==> config.mk <==
export PLATFORM = sky130hd
export DESIGN_NAME = morse_tx
export DESIGN_NICKNAME = d
export VERILOG_FILES = /design/src/rtl/morse_pkg.sv /design/src/rtl/morse_tx_tone.sv /design/src/rtl/morse_tx.sv
export SDC_FILE = /design/constraint.sdc
export NUM_CORES = 1
export LEC_CHECK = 0
export ABC_CLOCK_PERIOD_IN_PS = 3700
export CORE_ASPECT_RATIO = 1.2
export CORE_UTILIZATION = 42
export CTS_CLUSTER_DIAMETER = 40
export DETAILED_ROUTE_END_ITERATION = 6
export GPL_TIMING_DRIVEN = 0
export MAX_ROUTING_LAYER = met4
export PLACE_DENSITY = 0.68
export SYNTH_ARGS = -nofsm -noshare
export SYNTH_HDL_FRONTEND = slang
export SYNTH_SLANG_ARGS = --single-unit
==> constraint.sdc <==
create_clock -name iCLK -period 3.7 [get_ports iCLK]
set_input_delay 0.555 -clock iCLK [delete_from_list [all_inputs] [get_ports iCLK]]
set_output_delay 0.555 -clock iCLK [all_outputs]
set_load 0.01 [all_outputs]
==> src/rtl/morse_pkg.sv <==
// morse_pkg: shared FSM states, Morse unit lengths and the ASCII-to-Morse lookup
package morse_pkg;

    typedef enum logic [2:0] {IDLE, MARK, SYM_GAP, CHAR_GAP, WORD_GAP} state_t;

    typedef struct packed {
        logic       valid;
        logic       is_space;
        logic [2:0] len;
        logic [4:0] pat;
    } morse_code_t;

    localparam logic [2:0] DOT_U      = 3'd1;
    localparam logic [2:0] DASH_U     = 3'd3;
    localparam logic [2:0] SYM_GAP_U  = 3'd1;
    localparam logic [2:0] CHAR_GAP_U = 3'd3;
    localparam logic [2:0] WORD_GAP_U = 3'd4;

    // pat is MSB-first and left-aligned; 1 = dash
    function automatic morse_code_t morse_lookup(input logic [7:0] c);
        logic [7:0]  u;
        logic [3:0]  d;
        morse_code_t r;
        r = '0;
        u = (c >= "a" && c <= "z") ? c - 8'd32 : c;
        d = 4'(u - "0");
        if (u == " ") begin
            r.valid    = 1'b1;
            r.is_space = 1'b1;
        end else if (u >= "0" && u <= "9") begin
            r.valid = 1'b1;
            r.len   = 3'd5;
            r.pat   = (d <= 4'd5) ? 5'b11111 >> d : 5'b11111 << (4'd10 - d);
        end else if (u >= "A" && u <= "Z") begin
            r.valid = 1'b1;
            case (u)
                "A": {r.len, r.pat} = {3'd2, 5'b01000};
                "B": {r.len, r.pat} = {3'd4, 5'b10000};
                "C": {r.len, r.pat} = {3'd4, 5'b10100};
                "D": {r.len, r.pat} = {3'd3, 5'b10000};
                "E": {r.len, r.pat} = {3'd1, 5'b00000};
                "F": {r.len, r.pat} = {3'd4, 5'b00100};
                "G": {r.len, r.pat} = {3'd3, 5'b11000};
                "H": {r.len, r.pat} = {3'd4, 5'b00000};
                "I": {r.len, r.pat} = {3'd2, 5'b00000};
                "J": {r.len, r.pat} = {3'd4, 5'b01110};
                "K": {r.len, r.pat} = {3'd3, 5'b10100};
                "L": {r.len, r.pat} = {3'd4, 5'b01000};
                "M": {r.len, r.pat} = {3'd2, 5'b11000};
                "N": {r.len, r.pat} = {3'd2, 5'b10000};
                "O": {r.len, r.pat} = {3'd3, 5'b11100};
                "P": {r.len, r.pat} = {3'd4, 5'b01100};
                "Q": {r.len, r.pat} = {3'd4, 5'b11010};
                "R": {r.len, r.pat} = {3'd3, 5'b01000};
                "S": {r.len, r.pat} = {3'd3, 5'b00000};
                "T": {r.len, r.pat} = {3'd1, 5'b10000};
                "U": {r.len, r.pat} = {3'd3, 5'b00100};
                "V": {r.len, r.pat} = {3'd4, 5'b00010};
                "W": {r.len, r.pat} = {3'd3, 5'b01100};
                "X": {r.len, r.pat} = {3'd4, 5'b10010};
                "Y": {r.len, r.pat} = {3'd4, 5'b10110};
                "Z": {r.len, r.pat} = {3'd4, 5'b11000};
                default: r.valid = 1'b0;
            endcase
        end
        return r;
    endfunction

endpackage

==> src/rtl/morse_tx_tone.sv <==
// morse_tone_gen: square-wave tone divider; each mark starts on a high phase
module morse_tone_gen #(
    parameter int TONE_HALF = 12500
) (
    input  logic i_clk,
    input  logic i_rst,
    input  logic i_enable,
    input  logic i_restart,
    output logic o_sound
);

    localparam int DW = $clog2(TONE_HALF + 1);

    logic [DW-1:0] r_div;
    logic          r_phase;
    logic          r_sound;
    logic          w_wrap;

    assign w_wrap  = r_div == DW'(TONE_HALF - 1);
    assign o_sound = r_sound;

    // divider and phase; the sound register leads by one cycle so it lines up with the key
    always_ff @(posedge i_clk) begin
        if (i_rst) begin
            r_div   <= '0;
            r_phase <= 1'b0;
            r_sound <= 1'b0;
        end else if (i_restart) begin
            r_div   <= '0;
            r_phase <= 1'b1;
            r_sound <= 1'b1;
        end else if (!i_enable) begin
            r_div   <= '0;
            r_sound <= 1'b0;
        end else begin
            r_div   <= w_wrap ? '0 : r_div + 1'b1;
            r_phase <= r_phase ^ w_wrap;
            r_sound <= r_phase ^ w_wrap;
        end
    end

endmodule

==> src/rtl/morse_tx.sv <==
// morse_tx: ASCII-to-Morse keyer with tone output; MORSE_TX_FIFO_EN adds an input queue
module morse_tx
    import morse_pkg::*;
#(
    parameter int UNIT_CYCLES = 1200000,
    parameter int TONE_HALF   = 12500,
    parameter int FIFO_DEPTH  = 4
) (
    input  logic       iCLK,
    input  logic       iRST,
    input  logic [7:0] iDATA,
    input  logic       iVALID,
    output logic       oREADY,
    output logic       oKEY,
    output logic       oSOUND,
    output logic       oBUSY
);

    localparam int CW = $clog2(UNIT_CYCLES + 1);

    state_t        r_state, w_next;
    logic [CW-1:0] r_cyc;
    logic [2:0]    r_units, r_left, w_load_units;
    logic [4:0]    r_pat;
    logic          r_key;
    logic          w_done, w_take, w_load;
    logic [7:0]    w_char;
    morse_code_t   w_code;

`ifdef MORSE_TX_FIFO_EN
    localparam int AW = $clog2(FIFO_DEPTH);

    logic [7:0] r_mem [FIFO_DEPTH];
    logic [AW:0] r_wp, r_rp;
    logic        w_empty, w_full;

    assign w_empty = r_wp == r_rp;
    assign w_full  = (r_wp ^ r_rp) == {1'b1, {AW{1'b0}}};
    assign w_take  = (r_state == IDLE) && !w_empty;
    assign oREADY  = !w_full || w_take;
    assign w_char  = r_mem[r_rp[AW-1:0]];
    assign oBUSY   = (r_state != IDLE) || !w_empty;

    // queue pointers and storage; a pop frees a slot for a same-cycle push
    always_ff @(posedge iCLK) begin
        if (iRST) begin
            r_wp <= '0;
            r_rp <= '0;
        end else begin
            if (iVALID && oREADY) begin
                r_mem[r_wp[AW-1:0]] <= iDATA;
                r_wp                <= r_wp + 1'b1;
            end
            if (w_take) r_rp <= r_rp + 1'b1;
        end
    end
`else
    assign oREADY = r_state == IDLE;
    assign w_take = iVALID && oREADY;
    assign w_char = iDATA;
    assign oBUSY  = r_state != IDLE;
`endif

    assign w_code = morse_lookup(w_char);
    assign w_done = (r_cyc == CW'(UNIT_CYCLES - 1)) && (r_units == 3'd0);
    assign oKEY   = r_key;

    // next state and the unit length loaded on entering a timed state
    always_comb begin
        w_next       = r_state;
        w_load       = 1'b0;
        w_load_units = 3'd0;
        case (r_state)
            IDLE: if (w_take && w_code.valid) begin
                w_load       = 1'b1;
                w_next       = w_code.is_space ? WORD_GAP : MARK;
                w_load_units = w_code.is_space ? WORD_GAP_U : (w_code.pat[4] ? DASH_U : DOT_U);
            end
            MARK: if (w_done) begin
                w_load       = 1'b1;
                w_next       = (r_left != 3'd0) ? SYM_GAP : CHAR_GAP;
                w_load_units = (r_left != 3'd0) ? SYM_GAP_U : CHAR_GAP_U;
            end
            SYM_GAP: if (w_done) begin
                w_load       = 1'b1;
                w_next       = MARK;
                w_load_units = r_pat[4] ? DASH_U : DOT_U;
            end
            CHAR_GAP, WORD_GAP: if (w_done) w_next = IDLE;
            default: w_next = IDLE;
        endcase
    end

    // state, unit timing and remaining-symbol tracking
    always_ff @(posedge iCLK) begin
        if (iRST) begin
            r_state <= IDLE;
            r_cyc   <= '0;
            r_units <= 3'd0;
            r_left  <= 3'd0;
            r_pat   <= 5'd0;
            r_key   <= 1'b0;
        end else begin
            r_state <= w_next;
            r_key   <= w_next == MARK;
            if (w_load) begin
                r_cyc   <= '0;
                r_units <= w_load_units - 3'd1;
            end else if (w_done) begin
                r_cyc   <= '0;
                r_units <= 3'd0;
            end else if (r_state != IDLE) begin
                r_cyc   <= (r_cyc == CW'(UNIT_CYCLES - 1)) ? '0 : r_cyc + 1'b1;
                r_units <= (r_cyc == CW'(UNIT_CYCLES - 1)) ? r_units - 3'd1 : r_units;
            end
            if (r_state == IDLE && w_load && !w_code.is_space) begin
                r_pat  <= {w_code.pat[3:0], 1'b0};
                r_left <= w_code.len - 3'd1;
            end else if (r_state == SYM_GAP && w_done) begin
                r_pat  <= {r_pat[3:0], 1'b0};
                r_left <= r_left - 3'd1;
            end
        end
    end

    morse_tone_gen #(.TONE_HALF(TONE_HALF)) u_tone (
        .i_clk     (iCLK),
        .i_rst     (iRST),
        .i_enable  (w_next == MARK),
        .i_restart (w_load && w_next == MARK),
        .o_sound   (oSOUND)
    );

endmodule

Yosys cells after proc, flatten, opt, wreduce, memory -nomap -nowiden

Index checks and enable logic that the tools add are counted.

Flip-flop bits (word level): 51
Output and inout bits: 4

$add $sub $neg: 9
Magnitude comparators: 7
Eq/ne operators: 34
Shifts and indexed selects: 2
Muxes and demuxes: 42
Bitwise operators: 2
Reduce and logical (&&, ||, !) cells: 25

Operator list:

| operator              | number |
|---|---|
| $eq 8x7->1 const B    | 26 |
| $pmux 8 s26           | 1 |
| $mux 3                | 13 |
| $mux 8                | 4 |
| $reduce_or 26->1      | 1 |
| $add 21x1->21 const B | 1 |
| $eq 21x21->1 const B  | 1 |
| $mux 21               | 1 |
| $ge 8x7->1 const B    | 2 |
| $le 8x7->1 const B    | 2 |
| $mux 5                | 3 |
| $add 14x1->14 const B | 1 |
| $eq 14x14->1 const B  | 1 |
| $mux 1                | 12 |
| $pmux 3 s4            | 1 |
| $reduce_bool 3->1     | 4 |
| $sub 3x1->3 const B   | 4 |
| $logic_and 1x1->1     | 10 |
| $mux 2                | 5 |
| $pmux 3 s3            | 1 |
| $eq 8x6->1 const B    | 1 |
| $ge 8x6->1 const B    | 1 |
| $le 8x6->1 const B    | 1 |
| $sub 8x6->8 const B   | 1 |
| 18 further kinds      | 23 |

Depth between registers and ports, before layout

Gate-level depths: netlist of the first run.

Depth in word-level cells: 15
Depth in mapped cells: 16
Gate-level depth less buffers: 14

By module

A second synthesis of the first run with hierarchy kept.

Cells, all modules: 468
Area, all modules: 3636.0 um^2

Modules (own cells, without submodules):

| module         | times used | cells each | area an instance (um^2) | sequential area each (um^2) |
|---|---|---|---|---|
| morse_tx       | 1          | 386        | 2900.3                  | 700.7 |
| morse_tone_gen | 1          | 82         | 735.7                   | 320.3 |

Least setup slack after synthesis of the first run

No wires, ideal clock.

Path kind: input port to flip-flop
Start: in iDATA[0]
End: reg r_units[2]
Library setup time: 124 ps
Arrival: 3418 ps
Path slack: 159 ps
Stages: 16
Path buffers: 2
Path through: inv_1 ha_1 buf_2 nand2b_1 a21o_1 a311o_1 a211oi_2 o211ai_2 buf_2 a21oi_1 a21oi_1 ha_1 a2111oi_0 a21oi_1 o211ai_1 mux2i_1

Longest elaborated chain between the ends: 15
Elaborated cells between the ends (all ways): 66

RTL lines:

| item                                     | line            | source |
|---|---|---|
| start, declared                          | morse_tx.sv:11  | `input logic [7:0] iDATA,` |
| $ge 8x7->1 or $le 8x7->1 (tied branches) | morse_pkg.sv:25 | `u = (c >= "a" && c <= "z") ? c - 8'd32 : c;` |
| $logic_and 1x1->1                        | morse_pkg.sv:25 |  |
| $mux 8 (*)                               | morse_pkg.sv:25 |  |
| $sub 4x1->4                              | morse_pkg.sv:26 | `d = 4'(u - "0");` |
| $sub 4x4->4                              | morse_pkg.sv:33 | `r.pat = (d <= 4'd5) ? 5'b11111 >> d : 5'b11111 << (4'd10 - d);` |
| $shl 5x4->5                              | morse_pkg.sv:33 |  |
| $mux 5                                   | morse_pkg.sv:33 |  |
| $mux 8                                   | morse_pkg.sv:30 | `end else if (u >= "0" && u <= "9") begin` |
| $mux 8                                   | morse_pkg.sv:27 | `if (u == " ") begin` |
| $mux 2                                   | morse_tx.sv:77  | `w_load_units = w_code.is_space ? WORD_GAP_U : (w_code.pat[4] ? DASH_U : DOT_U);` |
| $mux 3                                   | morse_tx.sv:77  |  |
| $mux 3                                   | morse_tx.sv:74  | `IDLE: if (w_take && w_code.valid) begin` |
| $pmux 3 s3                               | morse_tx.sv:73  | `case (r_state)` |
| $sub 3x1->3                              | morse_tx.sv:108 | `r_units <= w_load_units - 3'd1;` |
| $mux 3                                   | morse_tx.sv:106 | `if (w_load) begin` |
| end signal, assigned                     | morse_tx.sv:108 |  |
| end signal, assigned                     | morse_tx.sv:114 | `r_units <= (r_cyc == CW'(UNIT_CYCLES - 1)) ? r_units - 3'd1 : r_units;` |
| end, declared                            | morse_tx.sv:23  | `logic [2:0] r_units, r_left, w_load_units;` |

Every way passes the cells marked *; elsewhere a longest branch is shown, timed or not.
A chain may end at the register's enable or synchronous reset.

Worst setup path in the final report of the first run

Same ends and word-level chain as after synthesis.

==> results of run 1 <==
## power by group through the flow
stage	clock network (mW)	logic, mW	registers (mW)
floorplan	0	0.141	0.572
global placement	0	0.191	0.573
detailed placement	0	0.194	0.573
CTS	0.429	0.200	0.561
global route	0.455	0.232	0.562
finish	0.417	0.211	0.561
## worst min-delay path by stage
| stage | slack [ns] | from | depth (start not counted) | to |
|---|---|---|---|---|
| 6_report | 0.47 | u_tone.r_div[0] | 1 | u_tone.r_div[0] |
| 5_1_grt | 0.50 | u_tone.r_div[0] | 1 | u_tone.r_div[0] |
| 4_1_cts | 0.48 | u_tone.r_div[0] | 1 | u_tone.r_div[0] |
| 3_5_place_dp | 0.45 | u_tone.r_div[0] | 1 | u_tone.r_div[0] |
| 3_3_place_gp | 0.44 | u_tone.r_div[0] | 1 | u_tone.r_div[0] |
| 2_1_floorplan | 0.43 | u_tone.r_div[0] | 1 | u_tone.r_div[0] |
## final cells by class
cell class,instances,area [µm²]
well taps,114,143
flip-flops and latches,51,1020
plain buffers,24,116
fillers,833,4120
repair buffers,21,186
clock inverters,2,38.8
clock buffers,6,82.6
multi-input cells,375,2420
inverters,18,71.3
## layout by cell type (no fill, tap or decap), drive strengths merged, types with 2 or more instances in the layout
cell type and count:
nor2 73, dfxtp 51, nand2 49, a21oi 31, clkbuf 23, xor2 21
o21ai 20, xnor2 18, inv 18, buf 18, nand3 16, ha 14
nand2b 11, nor3 11, nand4 10, clkdlybuf4s50 9, a221oi 8, a211oi 8
nor2b 7, mux2i 6, and3 6, o211ai 6, a31oi 5, nor4 5
a21boi 4, o21a 4, and2 4, nor3b 3, o22ai 3, or3b 3
or3 2, nand3b 2, a311o 2, or4b 2, mux2 2, or4 2
a2111oi 2
## state kept, by name (all words and copies together), names as in the netlist
register / count
r_cyc: 21
u_tone.r_div: 14
r_pat: 4
r_left: 3
r_state: 3
r_units: 3
oKEY: 1
u_tone.o_sound: 1
u_tone.r_phase: 1
## metrics by stage
step	power, mW	instances	TNS (ns)	hold WS [ns]
final	1.19	611	0	0.473
after global routing	1.25	611	0	0.501
after CTS	1.19	603	0	0.479
after detailed placement	0.768	595	-13.83	0.455
after global placement	0.765	595	-13.40	0.442
after floorplan	0.714	469	0	0.430
## metal layers
layer  vias up  part of all wire  wire, µm  track usage
met2        99              0.50      4140        0.356
met5         -                 0         0            -
met4         0             0.019       161       0.0872
met3        16             0.038       317       0.0198
li1       1706                 -         -            -
met1      1588              0.44      3680        0.239
## timing repair
| action | in CTS | in global routing |
|---|---|---|
| cloned | 0 | 0 |
| gates resized for setup | 11 | 13 |
| buffers inserted | 1 | 8 |
| endpoints found under the setup margin | 14 | 2 |
| pin swaps | 1 | 5 |
## worst max-delay path, cell delays in order
cell,delay [ns]
clkbuf_4,0.15
inv_1,0.09
ha_1,0.21
buf_2,0.18
nand2b_1,0.18
a21o_1,0.22
a311o_1,0.44
a211oi_4,0.34
o211ai_4,0.18
a21oi_1,0.19
a21oi_1,0.07
ha_2,0.22
a2111oi_2,0.27
a21oi_1,0.07
o211ai_1,0.24
mux2i_1,0.10
## cells by family (layout without fill, tap and decap cells)
logic type               count (synthesis)  count (layout)  synth area share
buffers and inverters                   43              71            0.0512
XOR/XNOR                                39              39            0.0951
adder cells (fa/ha/maj)                 14              14            0.0488
AO/OA/AOI/OAI                          103             103             0.197
AND/OR/NAND/NOR                        211             211             0.300
flip-flops                              51              51             0.284
multiplexers                             8               8            0.0230
==> results.py, run 1 <==
metrics = {
    "synthesis": {
        "syn_avg_cell_area_um2": 7.66,
        "synth_seq_cells": 51,
        "ys_top_cells_by_count": "nor2_1, dfxtp_1, nand2_1",
        "yosysSeqAreaShare": 0.284,
        "ys.flop_type": "dfxtp_1",
        "synth_area_leaders": "dfxtp_1, nor2_1, nand2_1, xor2_1, ha_1",
        "synthArstFlopShare": 0,
        "syn_nets": 494,
        "synth_top_area_frac": 0.284,
        "synth_edf_count": 0,
        "ys_warn_count": 0,
        "synth.distinct_cells": 62,
        "netlist_area_mm2": 0.00359,
        "yosysTopAreaCell": "dfxtp_1",
        "yosys.cell_count.top_type": "nor2_1",
        "syn_inst": 469,
    },
    "timing": {
        "drv_slew": 0,
        "setup_ws_ns": 0.182,
        "fin_skew_ns": 0.00642,
        "timing.final.crit_share": 0.951,
        "tightest_slew_ns": 0.753,
        "hold_viol": 0,
        "setup_viol": 0,
        "max_slew_margin": 0.493,
        "fmax_mhz": 284,
        "period_needed_ns": 3.52,
        "rsz0062_at_grt": "false",
    },
    "grt": {
        "grt_max_degree": 19,
        "grt_antenna_before_repair": 0,
        "overflow": 0,
        "grt_usage": 0.203,
        "grt_pass1_wl_mm": 14.3,
        "grt_pass1_vias": 3131,
    },
    "power_and_ir_drop": {
        "p_sw_frac": 0.272,
        "pwr-share-clk": 0.351,
        "p_seq_frac": 0.472,
        "peakVddDrop_uv": 207,
        "power_density_mw_per_mm2": 291,
        "intPower_mw": 0.865,
        "combPwrFrac": 0.177,
        "switchingPower_mw": 0.323,
        "leakagePower_nw": 1.39,
    },
    "die": {
        "dieHeight_um": 103,
        "design.portCount": 15,
        "rows": 36,
        "core_area_mm2": 0.00820,
        "die_x_um": 86.4,
        "start_util": 0.438,
        "die_area_mm2": 0.00893,
    },
    "drt": {
        "detailroute.via_count": 3409,
        "drtPass1Iterations": 5,
        "wl_per_cell_um": 13.6,
        "viasPerCell": 5.58,
        "drt_wl_total_mm": 8.31,
        "drc": 0,
        "drt_iter0_markers": 132,
        "drtAntennaViolNets": 0,
    },
    "setup_path": {
        "r2r_start": "r_cyc[12]",
        "rrSetupSlack_ns": 0.31,
        "endpoint": "r_units[2]",
        "startpoint": "iDATA[0]",
        "end_kind": "flip-flop",
        "reg2reg_to": "r_units[2]",
        "path_class": "in -> reg",
        "reg2regPathDepth": 12,
        "worst_ep_arrival_time_ns": 3.72,
        "critPathRequiredTime_ns": 3.90,
        "cp-start-kind": "primary input",
        "path_max_fanout": 12,
    },
    "clock_network": {
        "clk_latency_ns": 0.31,
        "root_buffer": "clkbuf_8",
        "cts_buffers": 5,
        "numClockSinks": 51,
        "cts_hold_buf": 0,
        "clkSlewWorstSetupHoldPaths_ns": 0.09,
        "cts_tree": "done",
        "cts_buffer_depth": 2,
        "htree_levels": 2,
    },
    "place": {
        "port-buffer-count": 12,
        "placed_area_mm2": 0.00385,
        "pre_cts_ws_ns": -1.24,
        "place_congestion": 0.873,
        "hpwl_mm": 6.24,
    },
    "job": {
        "maxCapViolCount": 0,
    },
    "status": {
        "status": "complete, no violations",
    },
    "cells_and_area": {
        "syn2layout_area_growth_pct": 13.6,
        "diodes": 0,
        "drive_gt1_frac": 0.0966,
        "fin_area_mm2": 0.00408,
        "final_util": 0.497,
        "final_nets": 521,
    },
    "hold_path": {
        "hold_path_class": "reg -> reg",
    },
}
Power figures use the tool's default switching activity.
==> inputs of run 2 (changes only) <==
- CTS_CLUSTER_DIAMETER: 40 -> default
==> results of run 2 <==
The final DEF is identical to that of run 1; final timing and power are the same.
